==> src/rtl/jogo_pkg.sv <==
// Shared definitions for the game input path: FSM state codes, the default
// debounce length and the one-hot priority helper.
package jogo_pkg;

    localparam logic [2:0] EST_OCIOSO      = 3'd0;
    localparam logic [2:0] EST_FILTRANDO   = 3'd1;
    localparam logic [2:0] EST_PULSO       = 3'd2;
    localparam logic [2:0] EST_PRESSIONADO = 3'd3;
    localparam logic [2:0] EST_SOLTANDO    = 3'd4;

    typedef enum logic [2:0] {
        OCIOSO      = EST_OCIOSO,
        FILTRANDO   = EST_FILTRANDO,
        PULSO       = EST_PULSO,
        PRESSIONADO = EST_PRESSIONADO,
        SOLTANDO    = EST_SOLTANDO
    } estado_t;

    // 1 ms at 50 MHz
    localparam int DEBOUNCE_1MS_50MHZ = 50000;

    // Keeps only the lowest-index set bit (two's-complement isolate).
    function automatic logic [31:0] one_hot_prioridade(input logic [31:0] v);
        return v & (~v + 32'd1);
    endfunction

endpackage

==> src/rtl/sincronizador_2ff.sv <==
// Two-stage flip-flop synchroniser for asynchronous level inputs, any width.
module sincronizador_2ff #(
    parameter int LARGURA = 1
) (
    input  logic               clock,
    input  logic               reset,
    input  logic [LARGURA-1:0] d,
    output logic [LARGURA-1:0] q
);

    logic [LARGURA-1:0] estagio1;

    always_ff @(posedge clock or posedge reset) begin
        if (reset) begin
            estagio1 <= '0;
            q        <= '0;
        end else begin
            estagio1 <= d;
            q        <= estagio1;
        end
    end

endmodule

==> src/rtl/condicionador_jogada.sv <==
// Button conditioner: synchronise, debounce press and release, emit one jogada
// pulse per press. Define JOGADA_REJEITA_MULTIPLO_EN to reject multi-button presses.
module condicionador_jogada
    import jogo_pkg::*;
#(
    parameter int N_BOTOES        = 4,
    parameter int DEBOUNCE_CICLOS = DEBOUNCE_1MS_50MHZ
) (
    input  logic                clock,
    input  logic                reset,
    input  logic                habilita,
    input  logic [N_BOTOES-1:0] botoes,
    output logic                jogada,
    output logic [N_BOTOES-1:0] jogada_valor,
    output logic                multiplo,
    output logic [2:0]          db_estado
);

    localparam int CW = (DEBOUNCE_CICLOS > 1) ? $clog2(DEBOUNCE_CICLOS) : 1;
    localparam logic [CW-1:0] CONT_MAX = CW'(DEBOUNCE_CICLOS - 1);

    estado_t             estado;
    logic [CW-1:0]       contador;
    logic [N_BOTOES-1:0] sinc;
    logic [N_BOTOES-1:0] amostra;
    logic [N_BOTOES-1:0] valor_resolvido;

    sincronizador_2ff #(
        .LARGURA (N_BOTOES)
    ) u_sinc (
        .clock (clock),
        .reset (reset),
        .d     (botoes),
        .q     (sinc)
    );

    // amostra keeps the raw pattern so FILTRANDO compares against what is really held
    assign valor_resolvido = N_BOTOES'(one_hot_prioridade(32'(amostra)));
    assign db_estado       = estado;

`ifdef JOGADA_REJEITA_MULTIPLO_EN
    logic multiplo_q;
    logic multiplos_bits;

    assign multiplos_bits = (amostra & (amostra - N_BOTOES'(1))) != '0;
    assign multiplo       = multiplo_q;
`else
    assign multiplo = 1'b0;
`endif

    always_ff @(posedge clock or posedge reset) begin
        if (reset) begin
            estado       <= OCIOSO;
            contador     <= '0;
            amostra      <= '0;
            jogada       <= 1'b0;
            jogada_valor <= '0;
`ifdef JOGADA_REJEITA_MULTIPLO_EN
            multiplo_q   <= 1'b0;
`endif
        end else begin
            jogada <= 1'b0;
`ifdef JOGADA_REJEITA_MULTIPLO_EN
            multiplo_q <= 1'b0;
`endif
            case (estado)
                OCIOSO: begin
                    if (habilita && (sinc != '0)) begin
                        amostra  <= sinc;
                        contador <= '0;
                        estado   <= FILTRANDO;
                    end
                end
                FILTRANDO: begin
                    if (!habilita || (sinc != amostra)) begin
                        contador <= '0;
                        estado   <= OCIOSO;
                    end else if (contador == CONT_MAX) begin
                        contador <= '0;
                        estado   <= PULSO;
`ifdef JOGADA_REJEITA_MULTIPLO_EN
                        if (multiplos_bits) begin
                            multiplo_q <= 1'b1;
                        end else begin
                            jogada       <= 1'b1;
                            jogada_valor <= valor_resolvido;
                        end
`else
                        jogada       <= 1'b1;
                        jogada_valor <= valor_resolvido;
`endif
                    end else begin
                        contador <= contador + CW'(1);
                    end
                end
                PULSO: begin
                    contador <= '0;
                    estado   <= PRESSIONADO;
                end
                PRESSIONADO: begin
                    if (sinc == '0) begin
                        contador <= '0;
                        estado   <= SOLTANDO;
                    end
                end
                SOLTANDO: begin
                    // any re-press during release restarts the release filter
                    if (sinc != '0) begin
                        contador <= '0;
                        estado   <= PRESSIONADO;
                    end else if (contador == CONT_MAX) begin
                        contador <= '0;
                        estado   <= OCIOSO;
                    end else begin
                        contador <= contador + CW'(1);
                    end
                end
                default: begin
                    contador <= '0;
                    estado   <= OCIOSO;
                end
            endcase
        end
    end

endmodule

==> config.mk <==
export PLATFORM = sky130hd
export DESIGN_NAME = condicionador_jogada
export DESIGN_NICKNAME = d
export VERILOG_FILES = /design/src/rtl/jogo_pkg.sv /design/src/rtl/sincronizador_2ff.sv /design/src/rtl/condicionador_jogada.sv
export SDC_FILE = /design/constraint.sdc
export NUM_CORES = 1
export LEC_CHECK = 0
export BUFFER_PORTS_ARGS = -buffer_cell sky130_fd_sc_hd__buf_4
export CORE_ASPECT_RATIO = 1.2
export CORE_UTILIZATION = 30
export CTS_BUF_LIST = sky130_fd_sc_hd__clkbuf_8
export DETAILED_ROUTE_END_ITERATION = 8
export SYNTH_ARGS = -nofsm -noshare
export SYNTH_HDL_FRONTEND = slang
export SYNTH_SLANG_ARGS = --single-unit
==> constraint.sdc <==
create_clock -name clock -period 2.9 [get_ports clock]
set_clock_uncertainty 0.15 [all_clocks]
set_input_delay 0.29 -clock clock [delete_from_list [all_inputs] [get_ports clock]]
set_output_delay 0.29 -clock clock [all_outputs]
set_load 0.05 [all_outputs]
==> results.sh, run 1 <==
export IMPL_result_of_the_run="finished clean"
export IMPL_grt_pass1_vias=1178
export IMPL_detail_route_wirelength_um=3240
export IMPL_cp_required_ns=2.97
export IMPL_whs_ns=0.2011
export IMPL_cts_inserted_buffers=5
export IMPL_post_drt_via_cell_ratio=4.732
export IMPL_power_dens_cells_nw_per_um2=476.4
export IMPL_number_of_detailed_route_iterations_in_the_first_pass=4
export IMPL_timing_max_slew_rel_slack_pct=34.48
export IMPL_post_route_min_period_ns=2.531
export IMPL_post_route_worst_setup_slack_ns=0.3691
export IMPL_n_antenna_cell=0
export IMPL_mappedNetlistNets=166
export IMPL_dr_wl_cell_um=12.41
export IMPL_synth_cell_type_count=43
export IMPL_maxCapViolations=0
export IMPL_fin_nets=188
export IMPL_gr_usage_all_layers_pct=11.46
export IMPL_worst_setup_hold_path_clk_slew_ns=0.07
export IMPL_dp_cells=248
export IMPL_detail_route_iter0_violations=64
export IMPL_multi_input_comb_area_um2=805.8
export IMPL_grt_pass1_wl_um=5513
export IMPL_critPathKind="reg2reg"
export IMPL_die_width_um=71.98
export IMPL_final_max_slew_violation_count=0
export IMPL_setup_worst_path_end_class="register"
export IMPL_floorplan_core_area_um2=5668
export IMPL_synth_async_reset_ratio_pct=100.0
export IMPL_yosys_warnings=0
export IMPL_holdCritPathClass="reg2reg"
export IMPL_final_hold_violation_count=0
export IMPL_cts_num_sinks=36
export IMPL_rsz0062_at_grt="no"
export IMPL_buffer_levels_on_the_longest_clock_path=2
export IMPL_max_fo_critical_path=26
export IMPL_ys_flop_type="dfrtp_1"
export IMPL_cell_count_after_synthesis=158
export IMPL_final_cell_area_um2=2081
export IMPL_holdPathStages=0
export IMPL_instances_no_fill=261
export IMPL_place_area_um2=1938
export IMPL_buffer_ports_inserted=14
export IMPL_io_pins=16
export IMPL_seqCellArea_um2=900.9
export IMPL_finalSetupViolations=0
export IMPL_initial_core_util_pct=31.10
export IMPL_count_of_flip_flops_with_a_built_in_enable_after_synthesis=0
export IMPL_synth_cell_area_um2=1763
export IMPL_routed_via_count=1235
export IMPL_critPathArrivalTime_ns=2.60
export IMPL_areaGrowthSynthToFinish_pct=18.03
export IMPL_synth_area_per_cell_um2=11.16
export IMPL_floorplan_die_height_um=85.98
export IMPL_std_cell_rows=30
export IMPL_tightest_slew_ns=0.9797
export IMPL_htreeDepth=2
export IMPL_period_share_pct=87.27
export IMPL_synth_adder_area_share_pct=0.7097
export IMPL_main_combinational_cell_family_by_area_after_synthesis="simple AND/OR/NAND/NOR gates"
export IMPL_die_area_um2=6188
export IMPL_grt_overflow_total=0
export IMPL_achievable_frequency_mhz=395.1
export IMPL_hold_endpoint="u_sinc.q[3]"
export IMPL_ys_seq_elements=36
export IMPL_place_worst_setup_slack_ns=0.4084
export IMPL_worst_ir_drop_vdd_uv=209.3
export IMPL_rrSetupSlack_ns=0.37
export IMPL_critical_path_reg2reg_endpoint="contador[12]"
export IMPL_crit_reg2reg_launch="u_sinc.q[3]"
export IMPL_layout_filler_cells=561
export IMPL_dpl_hpwl_um=2144
export IMPL_holdCritStartpoint="u_sinc.estagio1[3]"
export IMPL_place_congestion=0.7568
export IMPL_power_leakage_nw=0.9016
export IMPL_final_core_util_pct=36.71
export IMPL_grt_antenna_before_repair=0
export IMPL_synth_xor_area_share_pct=4.471
export IMPL_startpoint_type="register"
export IMPL_insertion_delay_ns=0.29
export IMPL_cts_tree="yes"
export IMPL_maximum_number_of_pins_on_one_net_before_global_route_repair=37
export IMPL_setup_tns_ns=0
export IMPL_yosys_mux_area_fraction_pct=4.897
export IMPL_synth_seq_area_share_pct=51.10
export IMPL_antenna_left=0
export IMPL_cts_resized=0
export IMPL_post_route_drc_count=0
export IMPL_synth_compound_area_share_pct=15.47
export IMPL_ctsRootBufferMaster="clkbuf_8"
export IMPL_power_mw=0.9913
export IMPL_drive_above_1_share_pct=21.55
export IMPL_rr_worst_depth=5
export IMPL_synth_simple_gate_area_share_pct=19.94
## layout by cell type, fill, tap and decap left out, types with 3 or more instances in the layout
cell type      instances
a21oi_1                4
a22o_1                 7
a31oi_1                9
and3_1                 3
buf_4                 16
clkbuf_8               5
dfrtp_1               36
dlygate4sd3_1          5
inv_1                  3
mux2_2                 5
nand2_1               15
nand2b_1               4
nand3_1                7
nor2_1                 9
nor3_1                 4
o21ai_0                6
xnor2_1                4
xor2_1                 5
## cell families after synthesis
family,after synthesis
simple gates,58
xor+xnor,9
fa+ha+maj,1
other cells,1
compound gates,37
flops,36
mux,7
buf+inv,9
## power breakdown
| part | switching [mW] | internal (mW) |
|---|---|---|
| logic | 0.0487 | 0.0404 |
| clock network | 0.192 | 0.170 |
| registers | 0.0218 | 0.519 |
## routing by layer
layer  vias to the layer above  part of all wire, %  GRT usage [%]
li1                        619                    -              -
met5                         -                    0              0
met4                         0                  2.0          5.526
met2                        20                   48          18.18
met3                         5                  2.6          2.468
met1                       591                   48          14.75
## synthesized netlist by cell type (all sizes together), types with 2 or more instances
cell | n | area, um^2
xor2 | 5 | 43.79
inv | 3 | 11.26
a31oi | 9 | 56.30
nand2 | 15 | 56.30
nor3 | 4 | 20.02
dfrtp | 36 | 900.9
mux2 | 7 | 86.33
a21oi | 4 | 20.02
o21ai | 6 | 30.03
nand2b | 4 | 25.02
and4 | 2 | 17.52
nor2 | 9 | 33.78
and3 | 4 | 26.28
buf | 4 | 37.53
nand3b | 2 | 15.01
xnor2 | 4 | 35.03
a22o | 7 | 61.31
a41oi | 2 | 17.52
nor4 | 2 | 42.54
clkbuf | 2 | 7.510
a2bb2oi | 2 | 17.52
nand3 | 7 | 35.03
## sequential cells by signal, summed over array words and instances, names as in the netlist
signal,flops
contador,16
amostra,4
jogada_valor,4
u_sinc.estagio1,4
u_sinc.q,4
db_estado,3
jogada,1
## critical path, cell delays in order (launching register included)
cell and delay [ns]:
dfrtp_1 0.44, nor4_4 0.45, nand2_1 0.16, a211oi_4 0.86, o21ai_0 0.20, a31oi_1 0.20
## timing repair
| item | CTS | global route |
|---|---|---|
| endpoints found under the hold margin | 40 | 0 |
| hold buffers | 5 | 0 |
| setup endpoints to repair | 0 | 0 |
| buffers inserted | 0 | 0 |
## worst max path at each step
stage / startpoint / to / slack, ns / cells past startpoint
2_1_floorplan: db_estado[2] / contador[10] / 0.65 / 7
3_3_place_gp: u_sinc.q[3] / contador[12] / 0.42 / 5
3_5_place_dp: u_sinc.q[3] / contador[12] / 0.41 / 5
4_1_cts: u_sinc.q[3] / contador[12] / 0.36 / 5
5_1_grt: u_sinc.q[3] / contador[9] / 0.17 / 5
6_report: u_sinc.q[3] / contador[12] / 0.37 / 5
## cell type report
| cell class | instances | area share [%] |
|---|---|---|
| Inverter | 3 | 0.5412 |
| Clock buffer | 5 | 3.307 |
| Multi-Input combinational cell | 113 | 38.73 |
| Tap cell | 80 | 4.811 |
| Sequential cell | 36 | 43.30 |
| Clock inverter | 3 | 1.143 |
| Timing Repair Buffer | 21 | 8.178 |
No activity file was read; power rests on OpenSTA's default activity.
==> inputs of run 2 (changes only) <==
- CORE_ASPECT_RATIO: 1.2 -> unset
==> results.sh, run 2 (same netlist as run 1, synthesis figures left out) <==
export IMPL_result_of_the_run="finished, violations left"
export IMPL_failed_checks="negative hold slack"
export IMPL_ctsRootBufferMaster="clkbuf_8"
export IMPL_fin_nets=187
export IMPL_critPathKind="reg2reg"
export IMPL_n_antenna_cell=0
export IMPL_final_max_slew_violation_count=0
export IMPL_insertion_delay_ns=0.29
export IMPL_number_of_detailed_route_iterations_in_the_first_pass=4
export IMPL_grt_pass1_wl_um=5554
export IMPL_instances_no_fill=252
export IMPL_cp_required_ns=2.96
export IMPL_areaGrowthSynthToFinish_pct=17.74
export IMPL_floorplan_core_area_um2=5574
export IMPL_antenna_left=0
export IMPL_routed_via_count=1221
export IMPL_drive_above_1_share_pct=21.11
export IMPL_holdCritPathClass="in2async"
export IMPL_power_leakage_nw=0.9164
export IMPL_finalSetupViolations=0
export IMPL_cts_hold_buffers_added=4
export IMPL_std_cell_rows=27
export IMPL_grt_overflow_total=0
export IMPL_worst_ir_drop_vdd_uv=280.6
export IMPL_max_flop_register="contador"
export IMPL_initial_core_util_pct=31.63
export IMPL_grt_pass1_vias=1150
export IMPL_rrSetupSlack_ns=0.39
export IMPL_dp_cells=240
export IMPL_cts_tree="yes"
export IMPL_htreeDepth=2
export IMPL_maxCapViolations=0
export IMPL_cts_inserted_buffers=5
export IMPL_worst_setup_hold_path_clk_slew_ns=0.07
export IMPL_setup_tns_ns=0
export IMPL_maximum_number_of_pins_on_one_net_before_global_route_repair=27
export IMPL_achievable_frequency_mhz=398.2
export IMPL_cts_num_sinks=36
export IMPL_timing_max_slew_rel_slack_pct=37.60
export IMPL_dr_wl_cell_um=12.83
export IMPL_power_dens_cells_nw_per_um2=509.0
export IMPL_whs_ns=-0.02819
export IMPL_detail_route_iter0_violations=127
export IMPL_period_share_pct=86.60
export IMPL_dpl_hpwl_um=2197
export IMPL_gr_usage_all_layers_pct=11.80
export IMPL_buffer_levels_on_the_longest_clock_path=2
export IMPL_detail_route_wirelength_um=3234
export IMPL_post_cts_setup_buffer_count=0
export IMPL_floorplan_die_height_um=78.66
export IMPL_post_route_drc_count=0
export IMPL_tightest_slew_ns=0.9330
export IMPL_largest_reg_flops=16
export IMPL_die_area_um2=6187
export IMPL_rsz0062_at_grt="no"
export IMPL_grt_antenna_before_repair=0
export IMPL_place_congestion=0.7344
export IMPL_layout_filler_cells=556
export IMPL_final_hold_violation_count=18
export IMPL_post_drt_via_cell_ratio=4.845
export IMPL_die_width_um=78.66
export IMPL_most_common_cell_after_layout_fill_and_taps_aside="dfrtp_1"
export IMPL_cts_resized=0
export IMPL_layout_cells_most_common_list="36 x dfrtp_1, 16 x buf_4, 15 x nand2_1"
export IMPL_setup_worst_path_end_class="register"
export IMPL_buffer_ports_inserted=14
export IMPL_max_fo_critical_path=26
export IMPL_post_route_min_period_ns=2.512
export IMPL_final_core_util_pct=37.24
export IMPL_io_pins=16
export IMPL_critPathArrivalTime_ns=2.57
export IMPL_startpoint_type="register"
-- run 2: cell count changes in the layout (fill, tap and decap cells not counted) --
| cell | previous run | this run |
|---|---|---|
| clkinv_4 | 1 | 0 |
| inv_1 | 3 | 4 |
| clkinvlp_4 | 2 | 0 |
| dlygate4sd3_1 | 5 | 4 |
| bufinv_16 | 0 | 1 |
| clkinv_2 | 0 | 1 |
-- run 2: power breakdown --
group / switching (mW) / total (mW) / internal, mW / leakage [nW]
registers: 0.0220 / 0.541 / 0.519 / 0.464
logic: 0.0483 / 0.0878 / 0.0395 / 0.393
clock network: 0.177 / 0.428 / 0.252 / 0.0593
-- run 2: worst max-delay path: stages (launching register included) --
cell      delay [ns]
dfrtp_1         0.43
nor4_4          0.45
nand2_1         0.15
a211oi_4        0.82
a41oi_1         0.23
a31oi_1         0.19
-- run 2: final cells by class --
| type | count | area [um^2] | share of cell area [%] |
|---|---|---|---|
| clock buffers | 5 | 68.82 | 3.315 |
| clock inverters | 3 | 38.79 | 1.869 |
| inverters | 3 | 11.26 | 0.5425 |
| multi-input cells | 113 | 805.8 | 38.82 |
| flip-flops and latches | 36 | 900.9 | 43.40 |
| well taps | 72 | 90.09 | 4.340 |
| repair buffers | 20 | 160.2 | 7.716 |
-- run 2: final timing paths --
| kind | endpoint | start | cells past startpoint |
|---|---|---|---|
| worst max-delay path | contador[9] | u_sinc.q[3] | 5 |
| worst min-delay path | contador[6] | reset | 2 |
| worst max register to register | contador[9] | u_sinc.q[3] | 5 |
| worst min register to register | u_sinc.q[2] | u_sinc.estagio1[2] | 0 |
| max in group asynchronous | u_sinc.estagio1[2] | reset | 3 |
| min in group clock | u_sinc.q[2] | u_sinc.estagio1[2] | 0 |
-- run 2: metal layers --
| layer | part of all wire [%] | GRT usage (%) |
|---|---|---|
| met1 | 51 | 16.59 |
| met2 | 43 | 16.61 |
| met3 | 3.7 | 3.140 |
| met4 | 2.1 | 5.556 |
| met5 | 0 | 0 |
-- run 2: per-stage QoR --
step                hold slack (ns)  power, mW  instance area [um^2]  setup slack (ns)
finish                     -0.02819      1.057                  2076            0.3885
global route                0.03256      1.106                  2076            0.1018
CTS                        0.004846      1.070                  2076            0.3755
detailed placement           0.1886     0.6353                  1928            0.3914
global placement             0.1823     0.6334                  1928            0.4232
floorplan                    0.1714     0.6084                  1763            0.6517
